File: src/rtl/column_tracer_pkg.sv
// Shared types and default constants for the column tracer and its consumers.
package tracer_pkg;

  typedef enum logic [2:0] {
    StIdle,
    StLoad,
    StDivide,
    StEmit,
    StDone
  } state_e;

  localparam int unsigned DefNumCols = 640;
  localparam int unsigned DefDividend = 240;
  localparam int unsigned DefMaxH = 240;

  // Divisor is col+1, pinned at lim once it no longer fits; lim always exceeds the dividend.
  function automatic int unsigned sat_divisor(int unsigned col, int unsigned lim);
    return (col >= lim) ? lim : col + 1;
  endfunction

endpackage

File: src/rtl/column_tracer_if.sv
// Result handshake between column_tracer (master) and its consumer (slave).
interface column_tracer_if #(
  parameter int unsigned COL_W = 10,
  parameter int unsigned H_W   = 8
);
  logic             valid;
  logic             ready;
  logic [COL_W-1:0] column;
  logic             side;
  logic [H_W-1:0]   height;

  modport master (output valid, column, side, height, input ready);
  modport slave  (input valid, column, side, height, output ready);
endinterface

File: src/rtl/column_tracer_divider.sv
// Restoring shift-subtract divider: one quotient bit per cycle, H_W cycles per divide.
module seq_divider #(
  parameter int unsigned H_W = 8
) (
  input  logic           clk,
  input  logic           reset,
  input  logic           i_start,
  input  logic [H_W-1:0] i_dividend,
  input  logic [H_W:0]   i_divisor,
  output logic           o_busy,
  output logic [H_W-1:0] o_quotient,
  output logic [H_W:0]   o_remainder
);
  localparam int unsigned CntW = $clog2(H_W + 1);

  logic [H_W-1:0]  r_quo;
  logic [H_W:0]    r_rem;
  logic [H_W:0]    r_div;
  logic [CntW-1:0] r_cnt;
  logic            r_busy;
  logic [H_W:0]    w_trial;
  logic            w_fit;

  // Partial remainder never exceeds the partial dividend, so its top bit is always zero here.
  assign w_trial = {r_rem[H_W-1:0], r_quo[H_W-1]};
  assign w_fit   = (w_trial >= r_div);

  always_ff @(posedge clk) begin
    if (reset) begin
      r_quo  <= '0;
      r_rem  <= '0;
      r_div  <= '0;
      r_cnt  <= '0;
      r_busy <= 1'b0;
    end else if (i_start) begin
      r_quo  <= i_dividend;
      r_rem  <= '0;
      r_div  <= i_divisor;
      r_cnt  <= CntW'(H_W);
      r_busy <= 1'b1;
    end else if (r_busy) begin
      r_rem  <= w_fit ? (w_trial - r_div) : w_trial;
      r_quo  <= {r_quo[H_W-2:0], w_fit};
      r_cnt  <= r_cnt - 1'b1;
      r_busy <= (r_cnt != CntW'(1));
    end
  end

  assign o_busy      = r_busy;
  assign o_quotient  = r_quo;
  assign o_remainder = r_rem;

endmodule

File: src/rtl/column_tracer.sv
// Per-column height tracer: height = DIVIDEND / (col+1), clamped, emitted over a valid/ready link.
// Optional macro COLUMN_TRACER_CYCLE_COUNT_EN adds a saturating busy-cycle counter output.
module column_tracer import tracer_pkg::*; #(
  parameter int unsigned NUM_COLS = DefNumCols,
  parameter int unsigned COL_W    = 10,
  parameter int unsigned H_W      = 8,
  parameter int unsigned DIVIDEND = DefDividend,
  parameter int unsigned MAX_H    = DefMaxH
) (
  input  logic           clk,
  input  logic           reset,
  input  logic           enable,
  input  logic           start,
  input  logic [H_W-1:0] debug_height,
  output logic           busy,
  output logic           done,
`ifdef COLUMN_TRACER_CYCLE_COUNT_EN
  output logic [15:0]    cycles,
`endif
  column_tracer_if.master res
);
  localparam int unsigned DivW   = H_W + 1;
  localparam int unsigned CntW   = $clog2(H_W + 1);
  localparam int unsigned DivMax = (1 << DivW) - 1;

  state_e          r_state;
  logic [COL_W-1:0] r_col;
  logic [H_W-1:0]  r_dbg_h;
  logic [CntW-1:0] r_cnt;
  logic            r_valid;
  logic            r_busy;
  logic            r_done;

  logic            w_clr;
  logic            w_div_start;
  logic            w_div_busy;
  logic [DivW-1:0] w_divisor;
  logic [H_W-1:0]  w_quo;
  logic [DivW-1:0] w_rem;
  logic [H_W-1:0]  w_height;
  logic            w_side;

  assign w_clr       = reset | ~enable;
  assign w_div_start = (r_state == StLoad) && (debug_height == '0);
  assign w_divisor   = DivW'(sat_divisor(int'(r_col), DivMax));

  seq_divider #(
    .H_W (H_W)
  ) u_div (
    .clk         (clk),
    .reset       (w_clr),
    .i_start     (w_div_start),
    .i_dividend  (H_W'(DIVIDEND)),
    .i_divisor   (w_divisor),
    .o_busy      (w_div_busy),
    .o_quotient  (w_quo),
    .o_remainder (w_rem)
  );

  always_ff @(posedge clk) begin
    if (w_clr) begin
      r_state <= StIdle;
      r_col   <= '0;
      r_dbg_h <= '0;
      r_cnt   <= '0;
      r_valid <= 1'b0;
      r_busy  <= 1'b0;
      r_done  <= 1'b0;
    end else begin
      unique case (r_state)
        StIdle, StDone: begin
          if (start) begin
            r_state <= StLoad;
            r_col   <= '0;
            r_busy  <= 1'b1;
            r_done  <= 1'b0;
          end
        end
        StLoad: begin
          r_dbg_h <= debug_height;
          r_cnt   <= CntW'(H_W - 1);
          if (debug_height != '0) begin
            r_state <= StEmit;
            r_valid <= 1'b1;
          end else begin
            r_state <= StDivide;
          end
        end
        StDivide: begin
          // Leaves on the same edge as the divider's last iteration.
          if (r_cnt == '0) begin
            r_state <= StEmit;
            r_valid <= 1'b1;
          end else begin
            r_cnt <= r_cnt - 1'b1;
          end
        end
        StEmit: begin
          if (res.ready) begin
            r_valid <= 1'b0;
            if (r_col == COL_W'(NUM_COLS - 1)) begin
              r_state <= StDone;
              r_busy  <= 1'b0;
              r_done  <= 1'b1;
            end else begin
              r_state <= StLoad;
              r_col   <= r_col + 1'b1;
            end
          end
        end
        default: r_state <= StIdle;
      endcase
    end
  end

  // Result fields come from held registers only, so they stay put while ready is low.
  always_comb begin
    w_height = '0;
    w_side   = 1'b0;
    if (r_valid) begin
      if (r_dbg_h != '0) begin
        w_height = r_dbg_h;
      end else if (w_quo == '0) begin
        w_height = H_W'(1);
      end else begin
        w_height = (int'(w_quo) > MAX_H) ? H_W'(MAX_H) : w_quo;
        w_side   = (w_rem == '0);
      end
    end
  end

  assign res.valid  = r_valid;
  assign res.column = r_col;
  assign res.height = w_height;
  assign res.side   = w_side;
  assign busy       = r_busy | w_div_busy;
  assign done       = r_done;

`ifdef COLUMN_TRACER_CYCLE_COUNT_EN
  logic [15:0] r_cycles;

  always_ff @(posedge clk) begin
    if (w_clr) begin
      r_cycles <= '0;
    end else if (((r_state == StIdle) || (r_state == StDone)) && start) begin
      r_cycles <= '0;
    end else if (r_busy && (r_cycles != 16'hFFFF)) begin
      r_cycles <= r_cycles + 1'b1;
    end
  end

  assign cycles = r_cycles;
`endif

endmodule

File: src/flat_wrapper.sv
// flat-port wrapper written by rule: the top's interface ports become plain ports
module column_tracer_flat import tracer_pkg::*;
#(
  parameter int unsigned NUM_COLS = DefNumCols,
  parameter int unsigned COL_W    = 10,
  parameter int unsigned H_W      = 8,
  parameter int unsigned DIVIDEND = DefDividend,
  parameter int unsigned MAX_H    = DefMaxH
)
  (clk, reset, enable, start, debug_height, busy, done, res_valid, res_column, res_side, res_height, res_ready);
  column_tracer_if #(.COL_W(COL_W), .H_W(H_W)) res_i ();
  input  logic clk;
  input  logic reset;
  input  logic enable;
  input  logic start;
  input  logic [H_W-1:0] debug_height;
  output logic busy;
  output logic done;
  output wire logic [$bits(res_i.valid)-1:0] res_valid;
  output wire logic [$bits(res_i.column)-1:0] res_column;
  output wire logic [$bits(res_i.side)-1:0] res_side;
  output wire logic [$bits(res_i.height)-1:0] res_height;
  input wire logic [$bits(res_i.ready)-1:0] res_ready;
  assign res_valid = res_i.valid;
  assign res_column = res_i.column;
  assign res_side = res_i.side;
  assign res_height = res_i.height;
  assign res_i.ready = res_ready;
  column_tracer #(.NUM_COLS(NUM_COLS), .COL_W(COL_W), .H_W(H_W), .DIVIDEND(DIVIDEND), .MAX_H(MAX_H)) u_core (.clk(clk), .reset(reset), .enable(enable), .start(start), .debug_height(debug_height), .busy(busy), .done(done), .res(res_i));
endmodule
File: config.mk
export PLATFORM = sky130hd
export DESIGN_NAME = column_tracer_flat
export DESIGN_NICKNAME = d
export VERILOG_FILES = /design/src/rtl/column_tracer_pkg.sv /design/src/rtl/column_tracer_if.sv /design/src/rtl/column_tracer_divider.sv /design/src/rtl/column_tracer.sv /design/src/flat_wrapper.sv
export SDC_FILE = /design/constraint.sdc
export NUM_CORES = 1
export LEC_CHECK = 0
export CORE_ASPECT_RATIO = 2
export CORE_MARGIN = 4
export CORE_UTILIZATION = 35
export CTS_CLUSTER_DIAMETER = 200
export DETAILED_ROUTE_END_ITERATION = 6
export PLACE_DENSITY = 0.58
export SETUP_SLACK_MARGIN = 0.3
export SYNTH_ARGS = -nofsm -noshare
export SYNTH_HDL_FRONTEND = slang
export SYNTH_SLANG_ARGS = --single-unit
File: constraint.sdc
create_clock -name clk -period 2.77 [get_ports clk]
set_clock_uncertainty 0.2 [all_clocks]
set_input_delay 0.554 -clock clk [delete_from_list [all_inputs] [get_ports clk]]
set_output_delay 0.554 -clock clk [all_outputs]
set_load 0.05 [all_outputs]
After elaboration in Yosys (flattened, before gate mapping):

Cells that the tools add are included.

* register bits: 59
* input port bits: 13
* output and inout port bits: 22
* word-level logic and storage cells: 96

* add/sub/neg operators: 5
* magnitude comparators: 3
* eq/ne operators: 13
* muxes and demuxes: 39
* bitwise gates (word level): 3
* reduce and logical (&&, ||, !) cells: 19

Operator list (count)
* $mux W8: 6
* $mux W10: 3
* $pmux W10 S2: 1
* $mux W9: 2
* $logic_not A8 Y1: 2
* $reduce_bool A8 Y1: 2
* $mux W1: 15
* $mux W3: 4
* $mux W4: 3
* $pmux W3 S4: 1
* $reduce_and A4 Y1: 3
* $add A10 B1 Y10 const B: 1
* $eq A10 B10 Y1 const B: 1
* $ge A10 B9 Y1 const B: 1
* $ne A2 B2 Y1 const B: 5
* $add A9 B1 Y9 const B: 1
* $ge A9 B9 Y1: 1
* $logic_not A9 Y1: 1
* $sub A9 B9 Y9: 1
* $gt A8 B8 Y1 const B: 1
* $pmux W4 S2: 1
* $sub A4 B1 Y4 const B: 2
* $eq A3 B2 Y1 const B: 2
* $reduce_bool A2 Y1: 3
* 15 further kinds: 19

Depth between registers and ports, before layout:

Gate-level depths: netlist of the first run.

* depth after elaboration: 5
* gate-level depth with buffers: 9
* depth with buffers taken out: 9

Modules after synthesis:

A second synthesis of the first run with hierarchy kept.

* cell total of the unflattened synthesis: 436
* area total of the unflattened synthesis: 3469.6 sq um

Modules (own cells, without submodules)
* seq_divider: instances 1, cells each 211, area an instance 1783.0 sq um, sequential area each 620.6 sq um
* column_tracer: instances 1, cells each 225, area an instance 1686.6 sq um, sequential area each 560.5 sq um

Worst setup path after synthesis of the first run:

OpenSTA, ideal clock, no wires.

* path kind: reg2out
* start point: register u_core.r_dbg_h[3]
* end point: output port res_height[2]
* arrival: 2.046 ns
* data required time: 2.016 ns
* slack: -0.030 ns
* cell stages (with the launch flop): 6
* buffers on the path: 0
* path through: dfxtp_1 > or4_1 > nor2_1 > and2_1 > a21oi_1 > nor2b_1

* cells in the longest elaborated chain, start to end: 3

RTL lines
* start: declaration: line column_tracer.sv:28 `logic [H_W-1:0] r_dbg_h;`
* start signal: assignment: line column_tracer.sv:80 `r_dbg_h <= debug_height;`
* $reduce_bool A8 Y1: line column_tracer.sv:121 `if (r_dbg_h != '0) begin`
* $mux W8: line column_tracer.sv:121
* $mux W8: line column_tracer.sv:120 `if (r_valid) begin`
* end: declaration: line flat_wrapper.sv:22 `output wire logic [$bits(res_i.height)-1:0] res_height;`

No other way between the ends.

Final worst setup path of the first run:

* start point: register u_core.r_dbg_h[4]
* end point: output port res_height[1]

Same word-level chain as after synthesis.

==> results of run 1 <==
## worst max-delay path by stage
| stage | start | cells after the start | endpoint |
|---|---|---|---|
| final | u_core.r_dbg_h[4]$_SDFFE_PP0P_ | 6 | res_height[1] |
| after global routing | u_core.r_dbg_h[4]$_SDFFE_PP0P_ | 6 | res_height[3] |
| after CTS | u_core.r_dbg_h[7]$_SDFFE_PP0P_ | 6 | res_height[3] |
| after detailed placement | debug_height[3] | 6 | u_core.u_div.o_remainder[6]$_SDFFE_PP0P_ |
| after global placement | debug_height[3] | 6 | u_core.u_div.o_remainder[6]$_SDFFE_PP0P_ |
| after floorplan | u_core.r_dbg_h[3]$_SDFFE_PP0P_ | 5 | res_height[2] |
## Yosys cell counts, types with 5 or more instances
master    number  area share (%)
nor3_1        16             2.5
a221oi_1       7             1.9
nor2_1        28             3.2
nand3_1        5            0.77
xor2_1         8             2.2
clkbuf_1       8            0.93
mux2i_1       12             3.7
nor2b_1       13             2.5
dfxtp_1       59              37
inv_1         19             2.2
a21oi_1       45             7.0
a211oi_1       8             1.9
ha_1          13             5.0
nand2_1       45             5.2
xnor2_1        8             2.2
o21ai_0       21             3.2
nor4_1         9             1.7
a31oi_1        6             1.2
## logic make-up (layout without fill, tap and decap cells)
kind of cell               after synthesis  in the layout  share of synthesized area [%]
and+or+nand+nor                        145            145                           23.2
AOI/OAI and AO/OA                      110            110                           21.7
DFF                                     59             59                           36.5
buffers and inverters                   34             91                           4.95
xor gates and xnor gates                16             16                           4.33
adders and majority gates               14             14                           5.65
muxes                                   12             12                           3.71
## layout make-up
type,instances,area (µm²)
fill,843,4640
multi-input combinational,297,2080
sequential,59,1190
timing repair buffer,56,609
clock buffer,14,254
tap,102,128
inverter,19,71.3
clock inverter,2,35.0
## state kept, by name, indices dropped and copies added (netlist names)
signal                    count
u_core.u_div.o_quotient       8
u_core.u_div.o_busy           1
u_core.r_busy                 1
u_core.u_div.r_div            9
u_core.res.column            10
u_core.r_dbg_h                8
u_core.res.valid              1
u_core.done                   1
u_core.u_div.o_remainder      9
u_core.u_div.r_cnt            4
u_core.r_state                3
u_core.r_cnt                  4
## critical path, stage by stage (launching register included)
cell	delay (ps)
dfxtp_2	310
or4_4	530
nor2_4	150
and2_4	200
a21oi_2	90
nor2b_4	140
buf_12	140
## power breakdown
part	switching, mW	internal, mW
sequential	0.0114	0.860
combinational	0.0957	0.0761
clock	0.366	0.719
## per-stage QoR
stage	area (µm²)	total power [mW]	std cells	util [%]
6_report	4370	2.13	549	48.5
5_1_grt	4370	2.20	549	48.5
4_1_cts	4200	2.13	544	46.6
3_5_place_dp	3860	1.03	526	42.9
3_3_place_gp	3860	1.03	526	42.9
2_1_floorplan	3270	0.977	390	-
## metal layers
layer | wire, µm | part of all wire (%)
met1 | 3400 | 38
met2 | 5120 | 57
met3 | 162 | 1.8
met4 | 248 | 2.8
met5 | 0 | 0
## what timing repair did
action	CTS	global route
gates resized for setup	10	27
buffers inserted	2	5
pin swaps	4	10
endpoints found under the setup margin	10	15
==> impl_results.md, run 1 <==
- Hold depth: 2
- Vias: 3,016
- Synth cell types: between 50 and 60
- Met3 track demand over resource: under 10%
- Fmax: 379 MHz
- Pwr per Cell Area: 487 nW/µm²
- Reg2Reg Launch Point: u_core.u_div.o_quotient[7]$_SDFFE_PP0P_
- Most frequent cells in the layout: dfxtp_1 (52), nand2_1 (44), a21oi_1 (38), nor2_1 (26), clkdlybuf4s50_1 (24)
- CP arrival: 1880 ps
- Pin count of the biggest net entering global routing: 31
- Vias per inst: about 5.5
- Busiest layer in global routing: met2
- Met2 Use GR: between 30% and 40%
- H-tree depth: 3
- Worst Hold Launch: u_core.done$_SDFFE_PP0P_
- Post-CTS Hold Buffers: 0
- Initial drt markers: 164
- Clock latency on the worst-skew pair: around 320 ps
- Fin crit share: between 90% and 100%
- Placer Congestion: 0.839
- Startpoint types: flip-flop
- Avg WL per Cell: 16.3 µm
- Final hold vios: 0
- Slew @ Worst Pin: 615 ps
- Die span in x: 76.0 µm
- Vias in the first global route: between 3,000 and 4,000
- HPWL after DPL: 6610 µm
- RSZ-0062 raised after global routing: yes
- Area growth syn-to-layout: 35.0%
- Layout cells sized above 1: between 20% and 30%
- Maximum vdd drop: 0.000385 V
- Asr flop ratio synth: 0%
- Setup TNS: 0 ps
- Core area: roughly 9000 µm²
- FP Rows: approximately 50
- Worst-path maximum fanout: 3
- Crit end category: primary output
- Sequential area share after synthesis: about 37%
- Met1 GRT Util: 16.9%
- CTS tree: yes
- Pre-antenna DRT Iters: 4
- Syn_nets: ~420
- YS warnings: 0
- Die height: 144 µm
- DRC Markers: 0
- Boundary Pins: 35
- Reg-to-reg endpoint: u_core.u_div.o_remainder[8]$_SDFFE_PP0P_
- IO buf count: 34
- Worst Hold End: u_core.done$_SDFFE_PP0P_
- DIE AREA: 10,900 µm²
- Worst setup margin: 134 ps
- GR Overflow Total: 0
- Synth Flop Type: dfxtp_1
- Endpoints failing setup: 0
- Starting Density: 35.9%
- Clock-pin slew of the registers on the worst-case setup and hold paths: about 50 ps
- DP Worst Slack: 136 ps
- Final Max Tran Viols: 0
- CTS root buffer: clkbuf_16
- Post-route ant nets: 0
- Minimum hold slack: 246 ps
- CTS Sinks: 59
- Syn Inst Count: 390
- Cell depth of the worst flop-to-flop path: 9
- Initial antenna violation count: 0
- Number of CTS-inserted buffers: 9
- Kind of critical path: flip-flop to primary output
- P_leak: 1.49 nW
- Crit path required time: 2020 ps
- Number of flops mapped to enable cells by yosys: 0
- Status: finished, final reports clean
- Max Cap Violations: 0
- Total routed wirelength: 8930 µm
- Mapped cell area: 3240 µm²
- Hold/Removal Path Class: flip-flop to flip-flop
- Global Route Usage Sum: 16.3%
- CTS Buffer Depth: 2
- Rel. slew slack: around three fifths
- First-pass GRT wire length: approximately 15,000 µm
- Commonest non-fill, non-tap cell in the layout: dfxtp_1
- Worst R2R Setup Slack: 430 ps
- Min Clock Period, post-route: about 2600 ps
- Final net count: 469
- Syn_area_per_cell: 8.30 µm²
- #FFs+latches synth: 59
- Diode count: 0
(Power assumes the default switching activity.)
==> run 2, diff against run 1 <==
Settings changed: ABC_CLOCK_PERIOD_IN_PS set to 2770, GPL_ROUTABILITY_DRIVEN set to 0.
==> results of run 2 <==
The final DEF is identical to that of run 1; final timing and power are the same.
